**config.mk**
```make
export PLATFORM = sky130hd
export DESIGN_NAME = imem_loader_ctrl
export DESIGN_NICKNAME = d
export VERILOG_FILES = /design/src/rtl/mips_pkg.sv /design/src/rtl/imem_byte_packer.sv /design/src/rtl/imem_loader_ctrl.sv
export SDC_FILE = /design/constraint.sdc
export NUM_CORES = 1
export LEC_CHECK = 0
export BUFFER_PORTS_ARGS = -buffer_cell sky130_fd_sc_hd__buf_2
export CAP_MARGIN = 10
export CORE_ASPECT_RATIO = 2
export CORE_MARGIN = 2
export CORE_UTILIZATION = 38
export CTS_CLUSTER_SIZE = 24
export DETAILED_ROUTE_END_ITERATION = 6
export GPL_TIMING_DRIVEN = 0
export HOLD_SLACK_MARGIN = 0.12
export MAX_ROUTING_LAYER = met4
export SLEW_MARGIN = 20
export SYNTH_ARGS = -nofsm -noshare
export SYNTH_HDL_FRONTEND = slang
export SYNTH_SLANG_ARGS = --single-unit
export TNS_END_PERCENT = 1
```
**constraint.sdc**
```tcl
create_clock -name clk -period 1.95 [get_ports clk]
set_clock_uncertainty 0.15 [all_clocks]
set_input_delay 0.585 -clock clk [delete_from_list [all_inputs] [get_ports clk]]
set_output_delay 0.585 -clock clk [all_outputs]
set_load 0.02 [all_outputs]
```
**src/rtl/mips_pkg.sv**
```systemverilog
// Shared definitions for the instruction-memory loader slice.
// Holds the loader FSM encoding and memory geometry.
package mips_pkg;

   localparam int IMEM_ADDR_W = 6;
   localparam int INSTR_W     = 32;

   typedef enum logic [2:0] {
      IDLE,
      RECV,
      WRITE,
      CKSUM,
      DONE
   } ld_state_t;

endpackage

```
**src/rtl/imem_byte_packer.sv**
```systemverilog
// Big-endian byte-to-word packer with 2-bit byte counter.
// Optional running checksum when IMEM_LOADER_CHECKSUM_EN is defined.
module imem_byte_packer
   import mips_pkg::*;
#(
   parameter int DATA_W = INSTR_W
) (
   input  logic              clk,
   input  logic              reset,
   input  logic              clear,
   input  logic              shift,
   input  logic [7:0]        data,
   input  logic              last,
   output logic [DATA_W-1:0] word,
   output logic [1:0]        count,
`ifdef IMEM_LOADER_CHECKSUM_EN
   output logic [7:0]        sum,
`endif
   output logic              last_seen
);

   // Shift accepted bytes in MSB-first and track the final-byte flag
   always_ff @(posedge clk) begin
      if (reset || clear) begin
         word      <= '0;
         count     <= '0;
         last_seen <= 1'b0;
      end else if (shift) begin
         word  <= {word[DATA_W-9:0], data};
         count <= count + 2'd1;
         if (last) begin
            last_seen <= 1'b1;
         end
      end
   end

`ifdef IMEM_LOADER_CHECKSUM_EN
   // Mod-256 sum of every data byte of the current load
   always_ff @(posedge clk) begin
      if (reset || clear) begin
         sum <= '0;
      end else if (shift) begin
         sum <= sum + data;
      end
   end
`endif

endmodule

```
**src/rtl/imem_loader_ctrl.sv**
```systemverilog
// Instruction-memory loader: shares the imem address port between
// CPU fetch and a byte-serial loader. Option: IMEM_LOADER_CHECKSUM_EN.
module imem_loader_ctrl
   import mips_pkg::*;
#(
   parameter int ADDR_W = IMEM_ADDR_W,
   parameter int DATA_W = INSTR_W
) (
   input  logic              clk,
   input  logic              reset,
   input  logic              ld_start,
   input  logic              ld_valid,
   input  logic [7:0]        ld_byte,
   input  logic              ld_last,
   output logic              ld_ready,
   input  logic [ADDR_W-1:0] cpu_pc_addr,
   output logic              cpu_hold,
   output logic              cpu_restart,
   output logic [ADDR_W-1:0] mi_address,
   output logic              mi_we,
   output logic [DATA_W-1:0] mi_wdata,
   output logic              ld_busy,
   output logic              ld_done,
   output logic              ld_err
);

   localparam logic [ADDR_W-1:0] ADDR_MAX = '1;

   ld_state_t         state;
   ld_state_t         state_nxt;
   logic [ADDR_W-1:0] waddr;
   logic [DATA_W-1:0] word;
   logic [1:0]        count;
   logic              last_seen;
   logic              start_ok;
   logic              accept;
   logic              waddr_inc;
   logic              err_set;
`ifdef IMEM_LOADER_CHECKSUM_EN
   logic [7:0]        sum;
   logic [7:0]        ck_total;
`endif

   assign start_ok  = (state == IDLE) && ld_start;
   assign accept    = (state == RECV) && ld_valid;
   assign waddr_inc = (state == WRITE) && !last_seen
                      && (waddr != ADDR_MAX);
`ifdef IMEM_LOADER_CHECKSUM_EN
   assign ck_total  = sum + ld_byte;
`endif

   imem_byte_packer #(
      .DATA_W (DATA_W)
   ) u_packer (
      .clk       (clk),
      .reset     (reset),
      .clear     (start_ok),
      .shift     (accept),
      .data      (ld_byte),
      .last      (ld_last),
      .word      (word),
      .count     (count),
`ifdef IMEM_LOADER_CHECKSUM_EN
      .sum       (sum),
`endif
      .last_seen (last_seen)
   );

   // State register
   always_ff @(posedge clk) begin
      if (reset) begin
         state <= IDLE;
      end else begin
         state <= state_nxt;
      end
   end

   // Next-state and error-event decode
   always_comb begin
      state_nxt = state;
      err_set   = 1'b0;
      case (state)
         IDLE: begin
            if (ld_start) begin
               state_nxt = RECV;
            end
         end
         RECV: begin
            if (accept) begin
               if (count == 2'd3) begin
                  state_nxt = WRITE;
               end else if (ld_last) begin
                  err_set   = 1'b1;
                  state_nxt = DONE;
               end
            end
         end
         WRITE: begin
            if (last_seen) begin
`ifdef IMEM_LOADER_CHECKSUM_EN
               state_nxt = CKSUM;
`else
               state_nxt = DONE;
`endif
            end else if (waddr == ADDR_MAX) begin
               err_set   = 1'b1;
               state_nxt = DONE;
            end else begin
               state_nxt = RECV;
            end
         end
`ifdef IMEM_LOADER_CHECKSUM_EN
         CKSUM: begin
            if (ld_valid) begin
               err_set   = (ck_total != 8'd0);
               state_nxt = DONE;
            end
         end
`endif
         DONE: begin
            state_nxt = IDLE;
         end
         default: begin
            state_nxt = IDLE;
         end
      endcase
   end

   // Output decode and address-port mux
   always_comb begin
      ld_ready    = 1'b0;
      cpu_hold    = 1'b1;
      cpu_restart = 1'b0;
      mi_we       = 1'b0;
      mi_wdata    = '0;
      ld_busy     = 1'b0;
      ld_done     = 1'b0;
      mi_address  = waddr;
      case (state)
         IDLE: begin
            cpu_hold   = 1'b0;
            mi_address = cpu_pc_addr;
         end
         RECV: begin
            ld_ready = 1'b1;
            ld_busy  = 1'b1;
         end
         WRITE: begin
            mi_we    = 1'b1;
            mi_wdata = word;
            ld_busy  = 1'b1;
         end
         CKSUM: begin
            ld_ready = 1'b1;
            ld_busy  = 1'b1;
         end
         DONE: begin
            ld_done     = 1'b1;
            cpu_restart = 1'b1;
         end
         default: begin
            cpu_hold = 1'b1;
         end
      endcase
   end

   // Sticky error flag, cleared when a new load is accepted
   always_ff @(posedge clk) begin
      if (reset) begin
         ld_err <= 1'b0;
      end else if (start_ok) begin
         ld_err <= 1'b0;
      end else if (err_set) begin
         ld_err <= 1'b1;
      end
   end

   // Load word address, restarts at 0 for every load
   always_ff @(posedge clk) begin
      if (reset) begin
         waddr <= '0;
      end else if (start_ok) begin
         waddr <= '0;
      end else if (waddr_inc) begin
         waddr <= waddr + 1'b1;
      end
   end

endmodule

```
Yosys cells after proc, flatten, opt, wreduce, memory -nomap -nowiden --
Index checks and enable logic that the tools add are counted.
Word-level totals: flip-flop bits (word level) 45, input bits 19, output and inout port bits 45
Cells by class: $add $sub $neg 2, equal/unequal tests 10, mux-type cells 20, reductions and logical operators 12
Operators with widths (number):
- $mux W32 | 1
- $mux W3 | 6
- $mux W1 | 10
- $pmux W3 S3 | 1
- $add A6 B1 Y6 const B | 1
- $eq A3 B2 Y1 const B | 2
- $eq A6 B6 Y1 const B | 1
- $mux W6 | 1
- $ne A6 B6 Y1 const B | 1
- $logic_and A1 B1 Y1 | 4
- $ne A2 B2 Y1 const B | 2
- $reduce_or A2 Y1 | 2
- $eq A3 B1 Y1 const B | 1
- $eq A3 B3 Y1 const B | 1
- $logic_not A3 Y1 | 1
- $ne A3 B2 Y1 const B | 1
- $reduce_and A3 Y1 | 1
- $reduce_or A3 Y1 | 1
- $add A2 B1 Y2 const B | 1
- $eq A2 B2 Y1 const B | 1
- $pmux W1 S2 | 1
- $reduce_and A2 Y1 | 1
- $logic_not A1 Y1 | 1
- $logic_or A1 B1 Y1 | 1

Depth between registers and ports, before layout --
word-level depth 4, mapped depth 7, mapped depth without buffers 4

By module --
A second synthesis with hierarchy kept.
Second synthesis, totals: cells, all modules 230, area total of the unflattened synthesis 2125.8 um2
By module, submodules not included:
- imem_byte_packer | instances 1, cells an instance 115, area an instance 1286.2 um2
- imem_loader_ctrl | instances 1, cells an instance 115, area an instance 839.6 um2

Worst setup path before layout --
OpenSTA, ideal clock, no wires.
path type flip-flop to output port, start point register state[1], end point output port mi_wdata[22], data arrival time 1507 ps, required time 1215 ps, path slack -292 ps, cell stages (with the launch flop) 6, cells stage by stage dfxtp_1 > buf_6 > nor2b_1 > nor2b_1 > clkbuf_1 > and2_1
On the way: word-level cells in the longest chain between the ends 2
RTL lines:
- start, declared | RTL line imem_loader_ctrl.sv:29 | ld_state_t state;
- start signal, assigned | RTL line imem_loader_ctrl.sv:74 | state <= state_nxt;
- $eq A3 B2 Y1 | RTL line imem_loader_ctrl.sv:139 | case (state)
- $mux W32 | RTL line imem_loader_ctrl.sv:139
- end, declared | RTL line imem_loader_ctrl.sv:21 | output logic [DATA_W-1:0] mi_wdata,
No other way between the ends.

Final worst setup path --
start point register state[1], end point output port mi_wdata[25]
Same word-level chain as after synthesis.

==> metrics.csv <==
metric;value;unit
first-pass GRT wire length;9470;um
Yosys top cell area share;40.9;%
Synth area leader;dfxtp_1;
Routed WL;5950;um
Die W;57.9;um
antenna cells;0;
initial antenna violation count;0;
1st-iter DRT viols;62;
Main synth FF type;dfxtp_1;
CP Max Fanout;8;
Worst EP arrival;1.54;ns
Worst Path Buf+Inv;4;
DP Area;2640;um^2
cell family with most CP delay;buffers and inverters;
Die H;112;um
vias in the first global route;2107;
H-Tree Depth;2;
Routed Antenna Nets;0;
Synth Cell Area;2200;um^2
Clk Latency, worst-skew pair;0.28;ns
Post-synth ARST share;0;%
core box area;5660;um^2
Yosys cell types;42;
pre-CTS worst setup slack;-0.495;ns
final setup vio count;43;
max-slew violations;0;
P&R area growth vs syn;53.2;%
crit share post-route;117;%
Crit. End Element;output port;
Cells after Synth;281;
Leakage;1.37;nW
worst slew pin tran;0.509;ns
Post-Place Cells;405;
initial core utilization;38.9;%
area of the die;6460;um^2
Synth area leaders;dfxtp_1 (41%), nand2_1 (14%), and2_1 (9.6%);
Setup crit start kind;register;
Top-Level Pins;64;
Worst slew margin;66.1;%
Final Hold Vio Count;0;
status;finished, violations left;
Vias;2140;
share of layout cells above drive strength 1;43.7;%
crit path cell chain;buf_6 > nor2b_4 > nor2b_4 > buf_12 > buf_8 > and2_2 > buf_6;
failing checks;negative setup slack;
global route total overflow;0;
Warnings, synthesis;0;
std cell rows;39;
# fillers;511;
Vias/cell;5.01;
design area;3380;um^2
# clock sinks;45;
sequential share of the synthesized area;40.9;%
setup TNS;-12.31;ns
Final Critical Period;2.27;ns
setup ws final;-0.322;ns
root buf cell;clkbuf_16;
Avg Synthesized Cell Area;7.85;um^2
most frequent cells in the layout;nand2_1 (75), buf_6 (47), dfxtp_1 (43);
CP Data Required Time;1.21;ns
EDFF count, synth;0;
Final #Nets;386;
reg-to-reg slack, setup;0.03;ns
RSZ-0062 raised after global routing;true;
drt wl/cell;13.9;um
power per cell area;679;nW/um^2
# port buffers;63;
non-filler cells, final;427;
CTS Buf Count;5;
Worst path slowest cell;dfxtp_2;
Post-CTS Hold Buffers;0;
drt drc;0;
#FFs+latches synth;45;
fmax;440;MHz
HP Class;register to register;
Clock transition at path regs;0.06;ns
buffer depth of the longest clock path;2;
DRT Pass-1 Iters;4;
Post-DP HPWL;4230;um
Post-Syn Nets;302;
Max Cap Viol;0;
Critical Path Max Stage Delay;0.32;ns
worst ir drop on vdd;0.000831;V
CTS tree;done;
GP Congestion;0.756;
largest net degree at the start of global routing;15;
CP Class;register to output port;
most common cell after layout, fill and taps aside;nand2_1;
Tot GR Track Use;19.3;%
[cell usage after synthesis, types with 2 or more instances]
library cell / count
nand2_1: 85
dfxtp_1: 45
a21oi_1: 36
and2_1: 34
clkbuf_1: 9
nand3_1: 7
buf_2: 6
nor2_1: 5
mux2i_1: 4
buf_8: 3
inv_1: 3
nand3b_1: 3
nand4_1: 3
nor2b_1: 3
nor3b_1: 3
a211oi_1: 2
a31oi_1: 2
buf_4: 2
buf_6: 2
ha_1: 2
[sequential cells by signal, summed over array words and instances, names as in the netlist]
signal              cells
u_packer.last_seen      1
u_packer.word          32
state                   3
u_packer.count          2
waddr                   6
ld_err                  1
[layer usage]
layer	GRT usage, %	vias up	wire [um]
met4	6.51	0	122
met5	-	-	0
met3	2.79	9	231
li1	-	1091	-
met2	38.6	61	3570
met1	17.1	979	2030
[worst paths after layout]
check	start	end	cells past startpoint
worst max-delay path	state[1]	mi_wdata[25]	7
worst min-delay path	u_packer.word[25]	u_packer.word[25]	2
worst max register to register	state[1]	u_packer.word[23]	8
worst min register to register	u_packer.word[25]	u_packer.word[25]	2
[final cells by class]
cell class,instances,area (um^2),share of cell area [%]
clock buffers,6,139,4.11
well taps,61,76.3,2.26
clock inverters,2,37.5,1.11
plain buffers,23,201,5.97
repair buffers,77,727,21.5
multi-input cells,208,1270,37.6
flip-flops and latches,45,903,26.8
inverters,5,21.3,0.630
[power by group]
group | internal (W) | switching (W) | total (W)
sequential | 0.000931 | 0.00000965 | 0.000941
combinational | 0.000154 | 0.000194 | 0.000348
clock | 0.000640 | 0.000363 | 0.00100
[stage by stage]
stage / util, % / hold WS [ns] / total power [W]
after floorplan: - / 0.278 / 0.00114
after global placement: 46.6 / 0.288 / 0.00123
after detailed placement: 46.6 / 0.294 / 0.00123
after CTS: 57.0 / 0.303 / 0.00226
after global routing: 59.7 / 0.323 / 0.00236
final: 59.7 / 0.301 / 0.00229
[logic make-up (layout without fill, tap and decap cells)]
| family | count (synthesis) | after routing | synth area share, % |
|---|---|---|---|
| AOI/OAI and AO/OA | 49 | 49 | 13.9 |
| xor gates and xnor gates | 1 | 1 | 0.397 |
| adders and majority gates | 2 | 2 | 1.13 |
| buffers and inverters | 28 | 113 | 7.66 |
| DFF | 45 | 45 | 40.9 |
| muxes | 4 | 4 | 1.82 |
| and+or+nand+nor | 152 | 152 | 34.2 |
[tightest hold or removal path, delay by kind of cell (launching register included)]
kind,cells,cell delay (ns)
flops,1,0.31
simple gates,1,0.05
compound gates,1,0.05
[repair_timing]
| item | CTS | global route |
|---|---|---|
| resized for setup | 88 | 69 |
| gates cloned | 3 | 0 |
| endpoints found under the setup margin | 41 | 77 |
| buffers inserted | 10 | 1 |
| pin swaps | 4 | 14 |
Power figures use the tool's default switching activity.
